===== src/rtl/pc_gen_if.sv =====
// Fetch-side bundle between the execute stage and the PC generator.
// The execute stage drives redirects and BTB training; pc_gen returns the fetch PC and prediction.
interface pc_gen_if #(
  parameter int XLEN = 32
);
  logic            stall;
  logic            redirect_valid;
  logic [XLEN-1:0] redirect_pc;
  logic            upd_valid;
  logic [XLEN-1:0] upd_pc;
  logic [XLEN-1:0] upd_target;
  logic            upd_taken;
  logic [XLEN-1:0] pc;
  logic            pred_taken;
  logic [XLEN-1:0] pred_target;

  modport master (
    output stall, redirect_valid, redirect_pc,
    output upd_valid, upd_pc, upd_target, upd_taken,
    input  pc, pred_taken, pred_target
  );

  modport slave (
    input  stall, redirect_valid, redirect_pc,
    input  upd_valid, upd_pc, upd_target, upd_taken,
    output pc, pred_taken, pred_target
  );
endinterface


===== src/rtl/pc_gen.sv =====
// Fetch PC generator with a direct-mapped BTB and 2-bit saturating direction counters.
// Redirect beats stall, stall beats prediction, prediction beats sequential fetch.
module pc_gen #(
  parameter int              XLEN      = 32,
  parameter int              BTB_DEPTH = 16,
  parameter logic [XLEN-1:0] RESET_PC  = '0
) (
  input  logic     clk,
  input  logic     rst,
  pc_gen_if.slave  bus
);
  localparam int IDX  = $clog2(BTB_DEPTH);
  localparam int TAGW = XLEN - IDX - 2;

  logic [XLEN-1:0] r_pc;
  logic            r_valid  [BTB_DEPTH];
  logic [TAGW-1:0] r_tag    [BTB_DEPTH];
  logic [XLEN-1:0] r_target [BTB_DEPTH];
  logic [1:0]      r_ctr    [BTB_DEPTH];

  logic [IDX-1:0]  w_lk_idx;
  logic [TAGW-1:0] w_lk_tag;
  logic            w_lk_hit;
  logic            w_pred_taken;
  logic [XLEN-1:0] w_pred_target;
  logic [XLEN-1:0] w_pc_raw;
  logic [XLEN-1:0] w_pc_nxt;
  logic [IDX-1:0]  w_up_idx;
  logic [TAGW-1:0] w_up_tag;
  logic            w_up_hit;
  logic [1:0]      w_up_ctr;
  logic [1:0]      w_ctr_nxt;
  logic            w_unused;

  // Lookup reads registered BTB state only, so a same-cycle update is not bypassed.
  assign w_lk_idx      = r_pc[IDX+1:2];
  assign w_lk_tag      = r_pc[XLEN-1:IDX+2];
  assign w_lk_hit      = r_valid[w_lk_idx] && (r_tag[w_lk_idx] == w_lk_tag);
  assign w_pred_taken  = w_lk_hit && r_ctr[w_lk_idx][1];
  assign w_pred_target = w_pred_taken ? r_target[w_lk_idx] : '0;

  always_comb begin
    w_pc_raw = r_pc + XLEN'(4);
    if (bus.redirect_valid) begin
      w_pc_raw = bus.redirect_pc;
    end else if (bus.stall) begin
      w_pc_raw = r_pc;
    end else if (w_pred_taken) begin
      w_pc_raw = w_pred_target;
    end
  end

  assign w_pc_nxt = w_pc_raw & ~XLEN'(3);

  assign w_up_idx = bus.upd_pc[IDX+1:2];
  assign w_up_tag = bus.upd_pc[XLEN-1:IDX+2];
  assign w_up_hit = r_valid[w_up_idx] && (r_tag[w_up_idx] == w_up_tag);
  assign w_up_ctr = r_ctr[w_up_idx];

  always_comb begin
    w_ctr_nxt = w_up_ctr;
    if (bus.upd_taken) begin
      if (w_up_ctr != 2'b11) w_ctr_nxt = w_up_ctr + 2'd1;
    end else begin
      if (w_up_ctr != 2'b00) w_ctr_nxt = w_up_ctr - 2'd1;
    end
  end

  assign w_unused = ^bus.upd_pc[1:0];

  always_ff @(posedge clk or negedge rst) begin
    if (!rst) begin
      r_pc <= RESET_PC & ~XLEN'(3);
      for (int i = 0; i < BTB_DEPTH; i++) begin
        r_valid[i]  <= 1'b0;
        r_tag[i]    <= '0;
        r_target[i] <= '0;
        r_ctr[i]    <= 2'b00;
      end
    end else begin
      r_pc <= w_pc_nxt;
      if (bus.upd_valid) begin
        if (w_up_hit) begin
          r_ctr[w_up_idx] <= w_ctr_nxt;
          if (bus.upd_taken) r_target[w_up_idx] <= bus.upd_target;
        end else if (bus.upd_taken) begin
          // Allocation evicts whatever aliased entry sat at this index.
          r_valid[w_up_idx]  <= 1'b1;
          r_tag[w_up_idx]    <= w_up_tag;
          r_target[w_up_idx] <= bus.upd_target;
          r_ctr[w_up_idx]    <= 2'b10;
        end
      end
    end
  end

  assign bus.pc          = r_pc;
  assign bus.pred_taken  = w_pred_taken;
  assign bus.pred_target = w_pred_target;
endmodule


===== src/flat_wrapper.sv =====
// flat-port wrapper written by rule: the top's interface ports become plain ports
module pc_gen_flat 
#(
  parameter int              XLEN      = 32,
  parameter int              BTB_DEPTH = 16,
  parameter logic [XLEN-1:0] RESET_PC  = '0
)
  (clk, rst, bus_stall, bus_redirect_valid, bus_redirect_pc, bus_upd_valid, bus_upd_pc, bus_upd_target, bus_upd_taken, bus_pc, bus_pred_taken, bus_pred_target);
  pc_gen_if #(.XLEN(XLEN)) bus_i ();
  input  logic clk;
  input  logic rst;
  input wire logic [$bits(bus_i.stall)-1:0] bus_stall;
  input wire logic [$bits(bus_i.redirect_valid)-1:0] bus_redirect_valid;
  input wire logic [$bits(bus_i.redirect_pc)-1:0] bus_redirect_pc;
  input wire logic [$bits(bus_i.upd_valid)-1:0] bus_upd_valid;
  input wire logic [$bits(bus_i.upd_pc)-1:0] bus_upd_pc;
  input wire logic [$bits(bus_i.upd_target)-1:0] bus_upd_target;
  input wire logic [$bits(bus_i.upd_taken)-1:0] bus_upd_taken;
  output wire logic [$bits(bus_i.pc)-1:0] bus_pc;
  output wire logic [$bits(bus_i.pred_taken)-1:0] bus_pred_taken;
  output wire logic [$bits(bus_i.pred_target)-1:0] bus_pred_target;
  assign bus_i.stall = bus_stall;
  assign bus_i.redirect_valid = bus_redirect_valid;
  assign bus_i.redirect_pc = bus_redirect_pc;
  assign bus_i.upd_valid = bus_upd_valid;
  assign bus_i.upd_pc = bus_upd_pc;
  assign bus_i.upd_target = bus_upd_target;
  assign bus_i.upd_taken = bus_upd_taken;
  assign bus_pc = bus_i.pc;
  assign bus_pred_taken = bus_i.pred_taken;
  assign bus_pred_target = bus_i.pred_target;
  pc_gen #(.XLEN(XLEN), .BTB_DEPTH(BTB_DEPTH), .RESET_PC(RESET_PC)) u_core (.clk(clk), .rst(rst), .bus(bus_i));
endmodule

===== config.mk =====
export PLATFORM = sky130hd
export DESIGN_NAME = pc_gen_flat
export DESIGN_NICKNAME = d
export VERILOG_FILES = /design/src/rtl/pc_gen_if.sv /design/src/rtl/pc_gen.sv /design/src/flat_wrapper.sv
export SDC_FILE = /design/constraint.sdc
export NUM_CORES = 2
export LEC_CHECK = 0
export CORE_ASPECT_RATIO = 0.5
export CORE_MARGIN = 2
export CORE_UTILIZATION = 60
export DETAILED_ROUTE_END_ITERATION = 8
export GPL_ROUTABILITY_DRIVEN = 0
export PLACE_DENSITY = 0.78
export RECOVER_POWER = 100
export SETUP_SLACK_MARGIN = 0.2
export SYNTH_ARGS = -nofsm -noshare
export SYNTH_HDL_FRONTEND = slang
export SYNTH_SLANG_ARGS = --single-unit

===== constraint.sdc =====
create_clock -name clk -period 8.5 [get_ports clk]
set_input_delay 1.7 -clock clk [delete_from_list [all_inputs] [get_ports clk]]
set_output_delay 1.7 -clock clk [all_outputs]
set_load 0.01 [all_outputs]

After elaboration in Yosys (flattened, before gate mapping)
Index checks and enable logic that the tools add are counted.
{"block": "word_totals", "input_bits": 102, "output_inout_bits": 65, "elab_cells": 132, "register_bits": 1006}
{"block": "op_classes", "addsub": 3, "order_cmp": 3, "n_eq_ne": 4, "n_reduce_logical": 9, "n_mux": 41, "bitwise_logic": 7}
{"cell": "bitwise mux 512 bit", "count": 1}
{"cell": "bitwise mux 416 bit", "count": 1}
{"cell": "2-to-1 mux 32 bit", "count": 9}
{"cell": "binary-select mux 26 bit (select 4 bit)", "count": 2}
{"cell": "2-to-1 mux 26 bit", "count": 5}
{"cell": "binary-select mux 32 bit (select 4 bit)", "count": 1}
{"cell": "demux 32 bit (select 4 bit)", "count": 1}
{"cell": "demux 26 bit (select 4 bit)", "count": 1}
{"cell": "equality test 26 bit", "count": 2}
{"cell": "adder 32 x 3 -> 32 bit, second input constant", "count": 1}
{"cell": "bitwise mux 32 bit", "count": 1}
{"cell": "OR 16 bit", "count": 2}
{"cell": "AND 16 bit", "count": 1}
{"cell": "binary-select mux 2 bit (select 4 bit)", "count": 2}
{"cell": "2-to-1 mux 2 bit", "count": 8}
{"cell": "inverter 16 bit", "count": 1}
{"cell": ">= comparator 5 bit, second input constant", "count": 2}
{"cell": "inverter 4 -> 5 bit", "count": 2}
{"cell": "binary-select mux 1 bit (select 4 bit)", "count": 2}
{"cell": "demux 2 bit (select 4 bit)", "count": 1}
{"cell": "< comparator 5 x 1 -> 1 bit, second input constant", "count": 1}
{"cell": "2-to-1 mux 1 bit", "count": 5}
{"cell": "demux 1 bit (select 4 bit)", "count": 1}
{"cell": "logical AND 1 bit", "count": 4}
{"cell": "other kinds (8)", "count": 10}

Logic depth before layout (Yosys ltp)
{"block": "logic_depth", "depth_word": 11, "ltp_mapped": 15, "ltp_nobuf": 9}

Least setup slack after synthesis
Ideal clock, no wire load.
{"block": "synth_path", "path_kind": "register to output", "start": "register u_core.r_pc[3] (netlist: u_core.bus.pc[3])", "end": "output bus_pred_target[0]", "required_time_ps": 6800, "n_path_buf": 4, "setup_slack_ps": 3428, "stages_incl_launch_ff": 12, "arrival_ps": 3372, "path_cell_list": "dfrtp_1 buf_2 buf_2 buf_1 mux4_2 mux4_2 xnor2_1 nand4_1 nor4_2 nand3_2 buf_2 nor2b_1"}
{"block": "synth_via", "elab_chain_cells": 8, "word_cells_on_any_way": 17}
{"element": "start: declaration", "line": "pc_gen.sv:15", "text": "logic [XLEN-1:0] r_pc;"}
{"element": "start signal: assignment", "line": "pc_gen.sv:73", "text": "r_pc <= RESET_PC & ~XLEN'(3);"}
{"element": "start signal: assignment", "line": "pc_gen.sv:81", "text": "r_pc <= w_pc_nxt;"}
{"element": "inverter 4 -> 5 bit (implied by the code) (*)", "line": "pc_gen.sv:38, pc_gen.sv:39, pc_gen.sv:40"}
{"element": "binary-select mux 26 bit (select 4 bit)", "line": "pc_gen.sv:38", "text": "assign w_lk_hit = r_valid[w_lk_idx] && (r_tag[w_lk_idx] == w_lk_tag);"}
{"element": "2-to-1 mux 26 bit (implied by the code) (2 in series)", "line": "pc_gen.sv:38"}
{"element": "equality test 26 bit", "line": "pc_gen.sv:38"}
{"element": "logical AND 1 bit", "line": "pc_gen.sv:38"}
{"element": "logical AND 1 bit", "line": "pc_gen.sv:39", "text": "assign w_pred_taken = w_lk_hit && r_ctr[w_lk_idx][1];"}
{"element": "2-to-1 mux 32 bit (*)", "line": "pc_gen.sv:40", "text": "assign w_pred_target = w_pred_taken ? r_target[w_lk_idx] : '0;"}
{"element": "end: declaration", "line": "flat_wrapper.sv:21", "text": "output wire logic [$bits(bus_i.pred_target)-1:0] bus_pred_target;"}
Mark *: on every way between the ends. The rest lies on a longest branch, timed or not. The select of a mux whose other input is x is not followed.

Worst setup path after layout
{"block": "layout_path", "start": "input bus_upd_pc[5]", "end": "register u_core.r_tag[103] in the netlist's numbering"}
{"block": "layout_via", "elab_chain_cells": 8, "word_cells_on_any_way": 17}
{"element": "start: declaration", "line": "flat_wrapper.sv:16", "text": "input wire logic [$bits(bus_i.upd_pc)-1:0] bus_upd_pc;"}
{"element": "inverter 4 -> 5 bit (implied by the code) (*)", "line": "pc_gen.sv:57, pc_gen.sv:89"}
{"element": "binary-select mux 26 bit (select 4 bit)", "line": "pc_gen.sv:57", "text": "assign w_up_hit = r_valid[w_up_idx] && (r_tag[w_up_idx] == w_up_tag);"}
{"element": "2-to-1 mux 26 bit (implied by the code) (2 in series)", "line": "pc_gen.sv:57"}
{"element": "equality test 26 bit", "line": "pc_gen.sv:57"}
{"element": "logical AND 1 bit", "line": "pc_gen.sv:57"}
{"element": "inverter 1 bit (no line)"}
{"element": "AND reduction 3 bit (no line)"}
{"element": "end signal: indexed assignment", "line": "pc_gen.sv:89", "text": "r_tag[w_up_idx] <= w_up_tag;"}
{"element": "end: declaration", "line": "pc_gen.sv:17", "text": "logic [TAGW-1:0] r_tag [BTB_DEPTH];"}
Marked as above.
A chain may end at the register's enable or synchronous reset.

==> impl_metrics.env <==
export IMPL_grtUsageMet3_pct=7.02
export IMPL_cts_buffers=90
export IMPL_reg2reg_depth=11
export IMPL_clk_latency_ns=0.69
export IMPL_endpoint="u_core.r_tag[103]"
export IMPL_final_cell_mix="dfrtp_1, mux2_2, mux4_2"
export IMPL_cp_common_cell="clkbuf_1"
export IMPL_cp_slowest_cell="nor4_1"
export IMPL_nFillCells=5794
export IMPL_cts_tree="built"
export IMPL_grt_busiest_layer="met2"
export IMPL_initial_core_util_pct=60.7
export IMPL_place_inst=4457
export IMPL_cp_num_buf_inv=5
export IMPL_start_kind="input port"
export IMPL_pin_count=167
export IMPL_clock_skew_ns=0.0245
export IMPL_finalCritPeriodShare_pct=96.3
export IMPL_grt_first_pass_wirelength_um=209000
export IMPL_synth_top_flop_cell="dfrtp_1"
export IMPL_peakVddDrop_uv=166
export IMPL_fp_dieH_um=210
export IMPL_die_w_um=416
export IMPL_synth_cell_type_count=73
export IMPL_criticalPathCategory="input port to flip-flop"
export IMPL_hold_buffers=0
export IMPL_setup_viol=0
export IMPL_power_density_nw_per_um2=242
export IMPL_fmax_ghz=0.122
export IMPL_drc=0
export IMPL_post_cts_resized=0
export IMPL_tightest_slew_ns=5.58
export IMPL_firstDrtPassIters=6
export IMPL_p_leak_nw=24.5
export IMPL_clk_path_buf_depth=3
export IMPL_ys_ff_latch=1006
export IMPL_final_common_cell="dfrtp_1"
export IMPL_clock_sinks=1006
export IMPL_clkSlewWorstSetupHoldPaths_ns=0.06
export IMPL_fin_crit_ns=8.19
export IMPL_synth_top_cells_by_area="dfrtp_1, mux2_2, mux4_2"
export IMPL_netlist_area_um2=51000
export IMPL_ys_warn_count=0
export IMPL_violations="capacitance limit, slew limit"
export IMPL_area_delta_synth_final_pct=9.97
export IMPL_grt_use_total_pct=32.1
export IMPL_grt_use_met1_pct=44.9
export IMPL_wirelength_um=138000
export IMPL_finalNonFillerCells=4620
export IMPL_setup_tns_ns=0
export IMPL_maxSlewHeadroom_pct=-272
export IMPL_fin_nets=3536
export IMPL_cp_depth=11
export IMPL_worstSetupStartpoint="bus_upd_pc[5]"
export IMPL_design_core_area_um2=84100
export IMPL_grt_max_degree=191
export IMPL_synth_top_cell_area_share_pct=49.3
export IMPL_wire_per_inst_um=29.9
export IMPL_drt_iter0_markers=3613
export IMPL_syn_inst=3420
export IMPL_cpLargestDelayFamily="simple AND/OR/NAND/NOR gates"
export IMPL_maxCapViolCount=20
export IMPL_root_buffer="clkbuf_16"
export IMPL_gr_usage_met2_pct=49.5
export IMPL_slew_violations=699
export IMPL_final_antenna_net_count=0
export IMPL_num_rows=75
export IMPL_critPathMaxFanout=17
export IMPL_async_reset_ff_share_pct=100
export IMPL_pre_cts_ws_ns=1.65
export IMPL_worstReg2RegEnd="u_core.bus.pc[17]"
export IMPL_synth_area_leader_cell="dfrtp_1"
export IMPL_post_cts_setup_buffers=0
export IMPL_grt_overflow=0
export IMPL_cp_cell_sequence="dlygate4sd3_1 > clkbuf_1 > inv_1 > a2111oi_0 > clkbuf_1 > o2111ai_1 > nor4_1 > nand3_4 > nand2_1 > clkbuf_1 > mux2_2"
export IMPL_rrSetupSlack_ns=1.50
export IMPL_cp_arrival_ns=8.74
export IMPL_via_count=31469
export IMPL_grt_setup_unrepaired="no"
export IMPL_die_area_um2=87600
export IMPL_critPathRequiredTime_ns=9.06
export IMPL_hp_class="flip-flop to flip-flop"
export IMPL_antenna_found_initial=6
export IMPL_place_port_buffers=160
export IMPL_vias_per_cell=6.81
export IMPL_final_hold_viol_count=0
export IMPL_drive_gt1_share_pct=43.3
export IMPL_r2r_start="u_core.bus.pc[4]"
export IMPL_p_total_w=0.0136
export IMPL_hpwl_um=82200
export IMPL_grt_pass1_vias=32693
export IMPL_worst_slack_ns=0.313
export IMPL_cts_max_level=3
export IMPL_endpoint_kind="flip-flop"
export IMPL_synth_edff_count=0
export IMPL_synth_area_per_cell_um2=14.9
export IMPL_outcome="finished with violations"
export IMPL_seq_area_frac_synth_pct=49.3
export IMPL_slowest_delay_ns=1.51
==> Yosys cell counts, drive strengths merged, types with 17 or more instances <==
master,instances
xor2,26
dfrtp,1006
mux2i,138
mux2,953
nor2b,44
o21ai,18
inv,32
nand3,25
xnor2,65
buf,143
nand2,125
nand2b,22
o22ai,36
nor2,28
nor3,24
o221ai,30
mux4,356
a211oi,17
clkbuf,173
a22oi,19
==> report_power, final <==
part           total [W]  leakage, nW  internal, W  switching (W)
registers        0.00638         12.8      0.00572       0.000660
logic            0.00307         10.3      0.00175        0.00132
clock network    0.00415         1.44      0.00229        0.00186
total             0.0136         24.5      0.00975        0.00384
==> through the flow <==
step	utilization, %	cell area (um^2)	hold WS [ns]
detailed placement	63.7	53500	0.475
global placement	63.7	53500	0.470
global route	66.8	56100	0.505
floorplan	-	51000	0.445
CTS	67.2	56500	0.489
finish	66.8	56100	0.501
==> how the worst min path moves through the flow <==
| stage | from | end | slack [ns] | depth (start not counted) |
|---|---|---|---|---|
| 2_1_floorplan | u_core.r_valid[15] | u_core.r_valid[15] | 0.45 | 1 |
| 3_3_place_gp | u_core.r_valid[15] | u_core.r_valid[15] | 0.47 | 1 |
| 3_5_place_dp | u_core.r_valid[2] | u_core.r_valid[2] | 0.48 | 1 |
| 4_1_cts | u_core.r_valid[2] | u_core.r_valid[2] | 0.49 | 1 |
| 5_1_grt | u_core.r_target[425] | u_core.r_target[425] | 0.51 | 1 |
| 6_report | u_core.r_valid[13] | u_core.r_valid[13] | 0.50 | 1 |
==> logic make-up (layout without fill, tap and decap cells) <==
group | after synthesis | in the layout | share of synthesized area [%]
and+or+nand+nor | 322 | 322 | 3.46
xor gates and xnor gates | 91 | 91 | 1.56
muxes | 1447 | 1447 | 39.4
other | 1 | 6 | 0.00735
buffers and inverters | 349 | 428 | 3.15
DFF | 1006 | 1006 | 49.3
adders and majority gates | 2 | 2 | 0.0441
AOI/OAI and AO/OA | 202 | 202 | 3.02
==> cell type report <==
cell class	instances	area, um^2	share of cell area, %
clock inverters	27	318	0.566
well taps	1116	1400	2.49
flip-flops and latches	1006	25200	44.9
inverters	33	126	0.225
clock buffers	132	2610	4.65
diodes	4	10.0	0.0178
multi-input cells	2066	24200	43.1
repair buffers	236	2270	4.04
==> sequential cells by signal, summed over array words and instances (netlist names) <==
signal	cells
u_core.bus.pc	30
u_core.r_valid	16
u_core.r_ctr	32
u_core.r_tag	416
u_core.r_target	512
==> per-layer routing <==
metal | part of all wire [%] | wire (um) | up-vias
met4 | 4.1 | 5650 | 4
met1 | 41 | 57000 | 16951
met2 | 47 | 64700 | 1241
li1 | - | - | 12945
met3 | 7.8 | 10800 | 328
met5 | 0.014 | 20 | -
Power figures use the tool's default switching activity.
